File: src/rtl/proc_pkg.sv
// Shared types for the alu_processor core: opcodes, instruction layout, FSM states.
package proc_pkg;

  localparam int unsigned DATA_WIDTH = 16;
  localparam int unsigned NUM_REGS   = 16;
  localparam int unsigned REG_IDX_W  = 4;

  typedef enum logic [2:0] {
    OP_ADD  = 3'd0,
    OP_SUB  = 3'd1,
    OP_AND  = 3'd2,
    OP_OR   = 3'd3,
    OP_XOR  = 3'd4,
    OP_SHL  = 3'd5,
    OP_SHR  = 3'd6,
    OP_HALT = 3'd7
  } opcode_t;

  typedef struct packed {
    opcode_t              op;
    logic                 rsv;
    logic [REG_IDX_W-1:0] rd;
    logic [REG_IDX_W-1:0] rs1;
    logic [REG_IDX_W-1:0] rs2;
  } instr_t;

  typedef enum logic [1:0] {
    S_FETCH,
    S_DECODE,
    S_EXEC,
    S_HALTED
  } state_t;

endpackage

File: src/rtl/alu_processor_reg_bank.sv
// 16x16 register bank: two asynchronous read ports, one synchronous write port.
module reg_bank
  import proc_pkg::*;
(
  input  logic                  clk,
  input  logic                  rst,
  input  logic [REG_IDX_W-1:0]  raddr1,
  output logic [DATA_WIDTH-1:0] rdata1,
  input  logic [REG_IDX_W-1:0]  raddr2,
  output logic [DATA_WIDTH-1:0] rdata2,
  input  logic                  we,
  input  logic [REG_IDX_W-1:0]  waddr,
  input  logic [DATA_WIDTH-1:0] wdata
);

  logic [DATA_WIDTH-1:0] regs [NUM_REGS];

  always_ff @(posedge clk or posedge rst) begin
    if (rst) begin
      for (int unsigned i = 0; i < NUM_REGS; i++) begin
        regs[i] <= '0;
      end
    end else if (we) begin
      regs[waddr] <= wdata;
    end
  end

  assign rdata1 = regs[raddr1];
  assign rdata2 = regs[raddr2];

endmodule

File: src/rtl/alu_processor.sv
// Multi-cycle register-to-register ALU core: fetch from RAM port A, execute on the
// register bank, store every result to RAM port B at RESULT_BASE + rd.
module alu_processor #(
  parameter int unsigned            DATA_WIDTH  = 16,
  parameter int unsigned            ADDR_WIDTH  = 8,
  parameter logic [ADDR_WIDTH-1:0]  RESULT_BASE = 'h80
) (
  input  logic                  i_clock,
  input  logic                  i_reset,
  output logic [ADDR_WIDTH-1:0] o_a_addr,
  output logic                  o_a_en,
  input  logic [DATA_WIDTH-1:0] i_a_rdata,
  output logic [ADDR_WIDTH-1:0] o_b_addr,
  output logic                  o_b_we,
  output logic [DATA_WIDTH-1:0] o_b_wdata,
  output logic                  o_halted
);

  import proc_pkg::*;

  state_t                state;
  logic [ADDR_WIDTH-1:0] pc;
  instr_t                ir;
  logic [DATA_WIDTH-1:0] rs1_val;
  logic [DATA_WIDTH-1:0] rs2_val;
  logic [DATA_WIDTH-1:0] result;
  logic                  wr_en;
  logic                  unused_rsv;

  function automatic logic [DATA_WIDTH-1:0] alu(
    input opcode_t               op,
    input logic [DATA_WIDTH-1:0] a,
    input logic [DATA_WIDTH-1:0] b
  );
    case (op)
      OP_ADD:  return a + b;
      OP_SUB:  return a - b;
      OP_AND:  return a & b;
      OP_OR:   return a | b;
      OP_XOR:  return a ^ b;
      OP_SHL:  return a << b[3:0];
      OP_SHR:  return a >> b[3:0];
      default: return '0;
    endcase
  endfunction

  reg_bank u_bank (
    .clk    (i_clock),
    .rst    (i_reset),
    .raddr1 (ir.rs1),
    .rdata1 (rs1_val),
    .raddr2 (ir.rs2),
    .rdata2 (rs2_val),
    .we     (wr_en),
    .waddr  (ir.rd),
    .wdata  (result)
  );

  assign result     = alu(ir.op, rs1_val, rs2_val);
  assign wr_en      = (state == S_EXEC) && (ir.op != OP_HALT);
  assign unused_rsv = ir.rsv;

  // Fetch request is a pure state decode, held low while reset is asserted.
  assign o_a_en    = (state == S_FETCH) && !i_reset;
  assign o_a_addr  = pc;
  assign o_b_we    = wr_en;
  assign o_b_addr  = RESULT_BASE + ADDR_WIDTH'(ir.rd);
  assign o_b_wdata = result;

  always_ff @(posedge i_clock or posedge i_reset) begin
    if (i_reset) begin
      state    <= S_FETCH;
      pc       <= '0;
      ir       <= '0;
      o_halted <= 1'b0;
    end else begin
      case (state)
        S_FETCH: begin
          state <= S_DECODE;
        end
        S_DECODE: begin
          ir    <= instr_t'(i_a_rdata);
          state <= S_EXEC;
        end
        S_EXEC: begin
          if (ir.op == OP_HALT) begin
            state    <= S_HALTED;
            o_halted <= 1'b1;
          end else begin
            pc    <= pc + ADDR_WIDTH'(1);
            state <= S_FETCH;
          end
        end
        default: begin
          state <= S_HALTED;
        end
      endcase
    end
  end

endmodule

File: config.mk
export PLATFORM = sky130hd
export DESIGN_NAME = alu_processor
export DESIGN_NICKNAME = d
export VERILOG_FILES = /design/src/rtl/proc_pkg.sv /design/src/rtl/alu_processor_reg_bank.sv /design/src/rtl/alu_processor.sv
export SDC_FILE = /design/constraint.sdc
export NUM_CORES = 1
export LEC_CHECK = 0
export ABC_AREA = 1
export BUFFER_PORTS_ARGS = -buffer_cell sky130_fd_sc_hd__buf_4
export CORE_ASPECT_RATIO = 1.4
export CORE_MARGIN = 2
export CORE_UTILIZATION = 45
export DETAILED_ROUTE_END_ITERATION = 16
export GPL_TIMING_DRIVEN = 0
export PLACE_DENSITY = 0.7
export RECOVER_POWER = 25
export SYNTH_ARGS = -nofsm -noshare
export SYNTH_HDL_FRONTEND = slang
export SYNTH_SLANG_ARGS = --single-unit
File: constraint.sdc
create_clock -name i_clock -period 9.31 [get_ports i_clock]
set_input_delay 0.931 -clock i_clock [delete_from_list [all_inputs] [get_ports i_clock]]
set_output_delay 0.931 -clock i_clock [all_outputs]
set_load 0.02 [all_outputs]
==> results of run 1 <==
[sequential cells by signal (all words and copies together) (netlist names)]
| name | count |
|---|---|
| u_bank.regs | 256 |
| ir | 15 |
| o_a_addr | 8 |
| state | 2 |
| o_halted | 1 |
[per-stage QoR]
stage                     setup TNS, ps  cells  cell area, sq um  setup WS, ps  hold slack [ps]
after CTS                             0   3507             21500          2060              423
after floorplan                       0   2862             19400           600              449
final                                 0   3507             21500          1800              468
after global placement          -709890   3455             20400         -2560              446
after detailed placement              0   3457             20500          2700              455
after global routing                  0   3507             21500          1030              493
[per-layer routing]
layer	track usage (%)	share of wire, %	vias up
li1	-	-	9368
met1	48.2	36	9613
met2	64.1	45	1205
met3	7.22	8.8	391
met4	34.6	10	0
met5	0	0	-
[cell usage after synthesis, types with 3 or more instances]
cell type  number
inv_1         268
and2_1          5
xnor2_1         9
a31oi_1         3
nand2_2         9
nor3_1          7
nor2_2          6
buf_2          77
buf_6          31
a21oi_1        81
nand2_1      1104
buf_1          12
o21ai_0       185
nand3_2         7
nand4_1         7
a221oi_1       10
clkinv_1        5
o211ai_2        4
ha_1           52
nand4_2         7
dfrtp_1       282
o211ai_1      106
or2_0           3
or2_1           9
nor2_1         73
xor2_1         16
or2_2           4
inv_2           5
o21ai_1        39
clkbuf_1       51
buf_4          24
nand3_1       333
[final cells by class]
| cell class | instances | share of cell area [%] |
|---|---|---|
| multi-input combinational | 2105 | 47.1 |
| sequential | 282 | 32.9 |
| buffer | 196 | 5.43 |
| inverter | 279 | 4.90 |
| clock buffer | 33 | 3.50 |
| tap | 546 | 3.18 |
| timing repair buffer | 49 | 1.77 |
| clock inverter | 17 | 1.24 |
[final timing paths]
check,endpoint,slack [ps],cells past startpoint
max reg2reg,u_bank.regs[91]$_DFFE_PP0P_,3240,23
min,o_halted$_DFFE_PP0P_,470,1
min reg2reg,o_halted$_DFFE_PP0P_,470,1
max in group asynchronous,u_bank.regs[133]$_DFFE_PP0P_,2340,3
max,o_b_wdata[12],1800,23
min in group asynchronous,o_halted$_DFFE_PP0P_,1360,2
[worst register-to-register path, delay by kind of cell, from the launching register on]
family / cells / cell delay, ps
AO/OA/AOI/OAI: 7 / 1870
buffers and inverters: 6 / 1720
AND/OR/NAND/NOR: 7 / 1170
adder cells (fa/ha/maj): 2 / 530
flip-flops: 1 / 470
XOR/XNOR: 1 / 220
[cells by family after synthesis]
family          count (synthesis)
other cells                     2
buf+inv                       475
simple gates                 1581
compound gates                442
xor+xnor                       25
fa+ha+maj                      53
flops                         282
==> results.py, run 1 <==
metrics = {
    "run_status": {
        "outcome": "finished with violations",
        "violations": "capacitance limit, slew limit",
    },
    "setup_path": {
        "critPathBufInv": 7,
        "criticalPathCategory": "reg -> out",
        "start_kind": "register",
        "cp_cell_sequence": "inv_1, buf_2, nand3_1, nand3_1, nand2_2, inv_2, buf_4, buf_2, ha_1, nand3_1, nor2_1, nand2_1, nand2_1, xor2_1, ha_1, nand2_1, a21oi_1, a211oi_1, nand3_1, o21ai_0, nand4_2, buf_2, buf_4",
        "required_ps": 8380,
        "critPathArrivalTime_ps": 6580,
        "crit_path_end_kind": "output pin",
        "cp_max_fo": 11,
        "slowest_stage": "o21ai_0",
        "path_delay_family": "simple AND/OR/NAND/NOR gates",
        "startpoint": "ir[2]$_DFFE_PP0N_",
        "worstReg2RegStart": "ir[2]$_DFFE_PP0N_",
        "slowest_delay_ps": 610,
        "path_common_cell": "nand3_1",
    },
    "logic_synthesis": {
        "ys_types": 49,
        "synth_area_per_cell_sq_um": 6.77,
        "synthAdderAreaFrac_pct": 3.46,
        "synthMuxAreaShare_pct": 0,
        "postSynthCellCount": 2860,
        "synth_compound_area_share_pct": 13.4,
        "async_flop_share_pct": 100,
        "yosys-top-cells-area": "dfrtp_1 (36%), nand2_1 (21%), nand3_1 (8.6%), inv_1 (5.2%), o21ai_0 (4.8%)",
        "synthXorXnorAreaFrac_pct": 1.13,
        "synth_top_family_by_area": "simple AND/OR/NAND/NOR gates",
        "syn-cell-area_sq_um": 19400,
        "yosysWarnings": 0,
        "yosys.area_share.simple_pct": 34.1,
        "yosysTopAreaCell": "dfrtp_1",
        "ys.flop_type": "dfrtp_1",
        "synth_edf_count": 0,
        "yosysSeqAreaShare_pct": 36.4,
        "synth.top_cell.area_share_pct": 36.4,
        "synth-seq-cells": 282,
    },
    "sta": {
        "hold_viol": 0,
        "fin_crit_ps": 7510,
        "fin_skew_ps": 26.5,
        "slew_headroom_pct": -214,
        "rsz0062_at_grt": "no",
        "drv_slew": 164,
        "final-setup-viol-count": 0,
        "worst_pin_slew_ps": 4710,
        "fmax_mhz": 133,
        "fin_crit_sh_pct": 80.6,
    },
    "clocking": {
        "cts_max_path_buffers": 3,
        "clock-sinks": 282,
        "postCtsSetupBuffers": 0,
        "cts-resized-gates": 0,
        "cts_tree": "yes",
        "cts_root_buffer": "clkbuf_16",
        "cts_inserted_buffers": 29,
        "clk_pin_slew_ps": 70,
        "cts-htree-levels": 1,
        "clkLatencyLatePin_ps": 590,
        "cts.hold.buffers_added": 0,
    },
    "floorplanning": {
        "die_h_um": 249,
        "io_pins": 53,
        "start_util_pct": 45.8,
        "core_area_sq_um": 42300,
        "die_width_um": 179,
        "rows": 89,
        "fp.dieArea_sq_um": 44700,
    },
    "min_path": {
        "worstHoldStart": "o_halted$_DFFE_PP0P_",
        "min_path_type": "reg -> reg",
    },
    "routing": {
        "drt.antenna.violating_nets": 0,
        "drtPass1Iterations": 6,
        "drt_wl_total_um": 91600,
        "drc_errors": 0,
        "via_count": 20577,
        "drt_iter0_markers": 2432,
        "wl_per_cell_um": 26.1,
        "viasPerCell": 5.87,
    },
    "layout": {
        "final_core_utilization_pct": 50.7,
        "n_fill_cell": 4331,
        "multi_input_area_sq_um": 10100,
        "area_delta_synth_final_pct": 10.8,
        "layout-drive-gt1-share_pct": 9.35,
        "diodes": 0,
        "final_common_cell": "nand2_1",
        "nNetsFinal": 3013,
        "regArea_sq_um": 7060,
        "layout_common_cells": "nand2_1 (1104), nand3_1 (333), dfrtp_1 (282)",
    },
    "job": {
        "drv_cap": 2,
    },
    "global_route": {
        "first_global_vias": 19885,
        "grt_pass1_wl_um": 132000,
        "grt-ovfl-total": 0,
        "antenna_found_initial": 0,
        "grt_max_degree": 122,
        "track_usage_pct": 41.0,
    },
    "place": {
        "port_buffers": 47,
        "gp_congestion": 1.00,
        "dp_hpwl_um": 67600,
    },
}
Power of run 1 is left out: the tool's default activity adds up to more than one toggle a clock period on the data nets, which glitch-free logic cannot reach.
==> run 2: changes to the inputs <==
- ABC_AREA: 1 -> 0
- clock period: 9.31 -> 6.5 ns (I/O delays scaled with it)
==> results.py, run 2 <==
metrics = {
    "run_status": {
        "outcome": "finished with violations",
        "violations": "capacitance limit, slew limit, setup timing",
    },
    "routing": {
        "drt_iter0_markers": 1658,
        "drc_errors": 0,
        "drt_wl_total_um": 67100,
        "wl_met1_um": 22600,
        "viasPerCell": 6.50,
        "wl_per_cell_um": 28.2,
        "via_count": 15483,
        "drt.antenna.violating_nets": 0,
        "dr_wl_met2_um": 32300,
        "wl_met3_um": 6030,
        "drtPass1Iterations": 6,
        "top_layer": "met4",
    },
    "clocking": {
        "clk_pin_slew_ps": 70,
        "cts_max_path_buffers": 3,
        "cts.hold.buffers_added": 0,
        "cts-htree-levels": 1,
        "cts_inserted_buffers": 27,
        "clkLatencyLatePin_ps": 560,
        "cts_tree": "yes",
        "clock-sinks": 282,
        "cts_root_buffer": "clkbuf_16",
    },
    "place": {
        "dp_hpwl_um": 49700,
        "port_buffers": 47,
        "gp_congestion": 1.01,
    },
    "layout": {
        "final_common_cell": "dfrtp_1",
        "n_fill_cell": 3357,
        "layout-drive-gt1-share_pct": 27.5,
        "nNetsFinal": 1907,
        "regArea_sq_um": 7060,
        "largest_register_ffs": 256,
        "diodes": 0,
        "multi_input_area_sq_um": 10300,
        "top_register": "u_bank.regs",
        "area_delta_synth_final_pct": 16.4,
        "layout_common_cells": "dfrtp_1 (281), nor2_1 (232), a21oi_1 (165)",
    },
    "global_route": {
        "antenna_found_initial": 0,
        "grt_max_degree": 46,
        "first_global_vias": 15753,
        "grt-ovfl-total": 0,
        "track_usage_pct": 32.1,
        "grt_pass1_wl_um": 99400,
    },
    "floorplanning": {
        "io_pins": 53,
        "die_h_um": 241,
        "rows": 86,
        "fp.dieArea_sq_um": 41800,
        "start_util_pct": 45.8,
        "core_area_sq_um": 39500,
        "die_width_um": 173,
    },
    "logic_synthesis": {
        "synth_area_per_cell_sq_um": 10.6,
        "postSynthCellCount": 1700,
        "synth.top_cell.area_share_pct": 39.0,
        "syn-cell-area_sq_um": 18100,
        "async_flop_share_pct": 100,
        "synth-seq-cells": 282,
        "ys.flop_type": "dfrtp_1",
        "yosys-top-cells-count": "dfrtp_1 (282), nor2_1 (238), a21oi_1 (170)",
        "yosysSeqAreaShare_pct": 39.0,
        "post-synth-top-count-cell": "dfrtp_1",
        "yosysTopAreaCell": "dfrtp_1",
        "ys_types": 91,
        "yosysWarnings": 0,
        "yosys-top-cells-area": "dfrtp_1 (39%), mux4_2 (15%), nor2_1 (4.9%), a21oi_1 (4.7%), mux2i_1 (4.1%)",
        "synth_edf_count": 0,
    },
    "setup_path": {
        "worstReg2RegStart": "ir[6]$_DFFE_PP0N_",
        "criticalPathCategory": "reg -> out",
        "path_common_cell": "inv_1",
        "slowest_stage": "a222oi_1",
        "start_kind": "register",
        "critPathBufInv": 6,
        "path_delay_family": "buffers and inverters",
        "ff2ff_setup_slack_ps": 570,
        "r2r-end": "u_bank.regs[248]$_DFFE_PP0P_",
        "crit_path_end_kind": "output pin",
        "required_ps": 5850,
        "slowest_delay_ps": 750,
        "cp_max_fo": 10,
        "cp_cell_sequence": "clkbuf_1, buf_2, clkdlybuf4s15_2, mux2i_1, mux2_2, inv_1, ha_1, nor2b_1, o21ai_1, a21boi_2, o221a_2, nor2_2, xnor2_1, a222oi_1, o2111a_2, inv_1, buf_4",
        "reg2regPathDepth": 18,
        "critPathArrivalTime_ps": 6040,
    },
    "sta": {
        "hold-worst-slack_ps": 195,
        "slew_headroom_pct": -54.2,
        "drv_slew": 151,
        "final-setup-viol-count": 3,
        "worst_pin_slew_ps": 2310,
        "fin_crit_sh_pct": 103,
        "fmax_mhz": 149,
        "hold_viol": 0,
        "layout_setup_ws_ps": -192,
        "fin_crit_ps": 6690,
        "fin_skew_ps": 19.9,
        "rsz0062_at_grt": "yes",
    },
    "job": {
        "drv_cap": 4,
    },
    "min_path": {
        "min_path_type": "in -> async",
    },
}
[run 2: cell types whose count changed after synthesis, moves of 74 or more]
| cell | previous run | this run |
|---|---|---|
| mux4_2 | 0 | 122 |
| inv_1 | 268 | 53 |
| nand3_1 | 333 | 15 |
| mux2i_1 | 0 | 74 |
| o21ai_0 | 185 | 67 |
| nand2_1 | 1104 | 101 |
| o211ai_1 | 106 | 8 |
| a21oi_1 | 81 | 170 |
| nor2_1 | 73 | 238 |
[run 2: metrics by stage]
step                      utilization, %  instance area (sq um)  setup TNS, ps  setup WS [ps]  instances
after detailed placement            48.8                  19300         -47740          -1250       2285
after global routing                53.3                  21000           -872           -305       2382
after floorplan                        -                  18100              0            623       1702
after global placement              48.4                  19100         -49340          -1270       2277
after CTS                           52.4                  20700              0           9.16       2349
final                               53.3                  21000           -286           -192       2382
[run 2: cell families after synthesis]
kind of cell	after synthesis	synth area share [%]
adders and majority gates	53	3.71
muxes	275	24.8
DFF	282	39.0
buffers and inverters	207	5.51
AOI/OAI and AO/OA	397	14.3
xor gates and xnor gates	29	1.41
other	2	0.0416
and+or+nand+nor	455	11.2
[run 2: worst max-delay path by stage]
| stage | cells past startpoint | end | slack [ps] | startpoint |
|---|---|---|---|---|
| 2_1_floorplan | 22 | o_b_wdata[14] | 620 | ir[0]$_DFFE_PP0N_ |
| 3_3_place_gp | 23 | o_b_wdata[13] | -1270 | ir[2]$_DFFE_PP0N_ |
| 3_5_place_dp | 21 | o_b_wdata[8] | -1250 | ir[2]$_DFFE_PP0N_ |
| 4_1_cts | 20 | o_b_wdata[7] | 9 | ir[0]$_DFFE_PP0N_ |
| 5_1_grt | 21 | o_b_wdata[8] | -310 | ir[0]$_DFFE_PP0N_ |
| 6_report | 17 | o_b_wdata[8] | -190 | ir[6]$_DFFE_PP0N_ |
[run 2: repair_timing]
action / 4_1_cts / 5_1_grt
pin swaps: 13 / 22
setup buffers: 28 / 34
resized for setup: 93 / 41
endpoints found under the setup margin: 161 / 12
[run 2: area by class of cell]
cell class	instances	area share, %
buffer	133	4.18
clock buffer	37	3.72
clock inverter	10	0.565
inverter	61	1.12
multi-input combinational	1213	49.2
sequential	282	33.5
tap	528	3.14
timing repair buffer	118	4.54
[run 2: metal layers]
metal / up-vias / global-route usage (%)
li1: 6487 / -
met1: 7621 / 36.0
met2: 1015 / 54.3
met3: 360 / 6.10
met4: 0 / 24.9
met5: - / 0
Power of run 2 is left out for the same reason.
==> run 3: changes to the inputs <==
- REMOVE_ABC_BUFFERS: unset -> 1
==> results.py, run 3 (synthesized netlist as in run 2, its figures left out) <==
metrics = {
    "run_status": {
        "outcome": "finished with violations",
        "violations": "capacitance limit, slew limit",
    },
    "layout": {
        "n_fill_cell": 3364,
        "nNetsFinal": 1758,
        "regArea_sq_um": 7080,
        "largest_register_ffs": 256,
        "final_common_cell": "dfrtp_1",
        "final_area_sq_um": 20400,
        "fin_cells": 2235,
        "multi_input_area_sq_um": 10400,
        "diodes": 0,
        "layout-drive-gt1-share_pct": 26.4,
        "layout_common_cells": "dfrtp_1 (275), nor2_1 (222), a21oi_1 (166)",
        "area_delta_synth_final_pct": 12.6,
        "final_core_utilization_pct": 51.5,
        "top_register": "u_bank.regs",
    },
    "routing": {
        "via_count": 14369,
        "viasPerCell": 6.43,
        "wl_per_cell_um": 24.7,
        "drt.antenna.violating_nets": 0,
        "drtPass1Iterations": 6,
        "drt_iter0_markers": 1707,
        "drc_errors": 0,
        "drt_wl_total_um": 55200,
    },
    "global_route": {
        "grt-ovfl-total": 0,
        "first_global_vias": 14466,
        "grt_max_degree": 124,
        "track_usage_pct": 26.2,
        "grt_pass1_wl_um": 84800,
        "antenna_found_initial": 0,
    },
    "floorplanning": {
        "die_h_um": 241,
        "rows": 86,
        "fp.dieArea_sq_um": 41800,
        "die_width_um": 173,
        "start_util_pct": 45.8,
        "io_pins": 53,
        "core_area_sq_um": 39500,
    },
    "sta": {
        "drv_slew": 180,
        "rsz0062_at_grt": "yes",
        "fin_crit_sh_pct": 97.7,
        "fmax_mhz": 157,
        "final-setup-viol-count": 0,
        "slew_headroom_pct": -110,
        "worst_pin_slew_ps": 3160,
        "hold_viol": 0,
        "fin_skew_ps": 23.4,
        "fin_crit_ps": 6350,
    },
    "clocking": {
        "cts_root_buffer": "clkbuf_16",
        "cts-htree-levels": 1,
        "clk_pin_slew_ps": 70,
        "cts_tree": "yes",
        "clock-sinks": 282,
        "clkLatencyLatePin_ps": 570,
        "cts_max_path_buffers": 3,
        "cts_inserted_buffers": 27,
    },
    "setup_path": {
        "crit_path_end_kind": "output pin",
        "critPathArrivalTime_ps": 5700,
        "criticalPathCategory": "reg -> out",
        "start_kind": "register",
        "cp_max_fo": 19,
        "required_ps": 5850,
    },
    "place": {
        "gp_congestion": 0.949,
        "placed_cell_area_sq_um": 18700,
        "port_buffers": 47,
        "dp_hpwl_um": 35400,
        "place_inst": 2146,
    },
    "min_path": {
        "min_path_type": "in -> reg",
    },
    "job": {
        "drv_cap": 2,
    },
}
==> run 3: cell count changes in the layout (fill, tap and decap cells not counted), sizes merged <==
cell / previous run / this run
buf: 172 / 97
clkdlybuf4s15: 1 / 0
dlygate4sd1: 4 / 0
bufinv: 2 / 4
a221oi: 18 / 19
and2: 8 / 9
clkinv: 4 / 5
clkbuf: 111 / 38
bufbuf: 0 / 1
==> run 3: final timing paths <==
path	end	slack [ps]	start	cells after the start
max	o_b_wdata[15]	150	ir[0]$_DFFE_PP0N_	20
min	ir[1]$_DFFE_PP0N_	310	i_a_rdata[1]	2
max reg2reg	u_bank.regs[15]$_DFFE_PP0P_	940	ir[0]$_DFFE_PP0N_	22
min reg2reg	o_a_addr[7]$_DFFE_PP0P_	480	o_a_addr[7]$_DFFE_PP0P_	1
max in group asynchronous	u_bank.regs[70]$_DFFE_PP0P_	1810	i_reset	3
min in group asynchronous	ir[1]$_DFFE_PP0N_	730	i_reset	2
==> run 3: per-layer routing <==
layer | vias up | share of wire [%] | global-route usage (%)
met4 | 0 | 6.9 | 16.8
met3 | 239 | 7.6 | 3.81
met1 | 7144 | 36 | 31.1
met5 | - | 0 | 0
met2 | 800 | 50 | 44.9
li1 | 6186 | - | -
==> run 3: area by class of cell <==
type | count | area share [%]
clock buffers | 36 | 3.88
clock inverters | 13 | 0.947
inverters | 61 | 1.16
multi-input cells | 1215 | 51.1
flip-flops and latches | 282 | 34.8
well taps | 528 | 3.25
repair buffers | 100 | 4.91
==> run 3: worst max-delay path, cell delays in order (launching register included) <==
cell       delay (ps)
dfrtp_4           480
buf_12            140
bufbuf_16         330
mux4_2            600
a221oi_4          320
buf_12            160
buf_4             190
nand3_1            80
and4bb_4          400
a41oi_1           150
xnor2_1           290
ha_1              310
nand2_2           120
nor2_1             70
nand2_1            90
o2111ai_2         140
or4b_2            690
a21boi_1          180
nor3_2             90
nand3_4           110
buf_4             150
==> run 3: repair_timing <==
action,in CTS,in global routing
cloned,4,0
hold buffers,0,0
gates resized for setup,39,32
buffers inserted,21,13
pin swaps,10,7
setup endpoints to repair,240,11
==> run 3: stage by stage <==
stage	worst slack, ps	setup TNS (ps)	hold slack (ps)
final	150	0	309
after global routing	-73.7	-73.7	303
after CTS	0.296	0	92.5
after detailed placement	-2140	-194250	470
after global placement	-4870	-2269700	465
after floorplan	-1930	-783220	458
Power of run 3 is left out for the same reason.
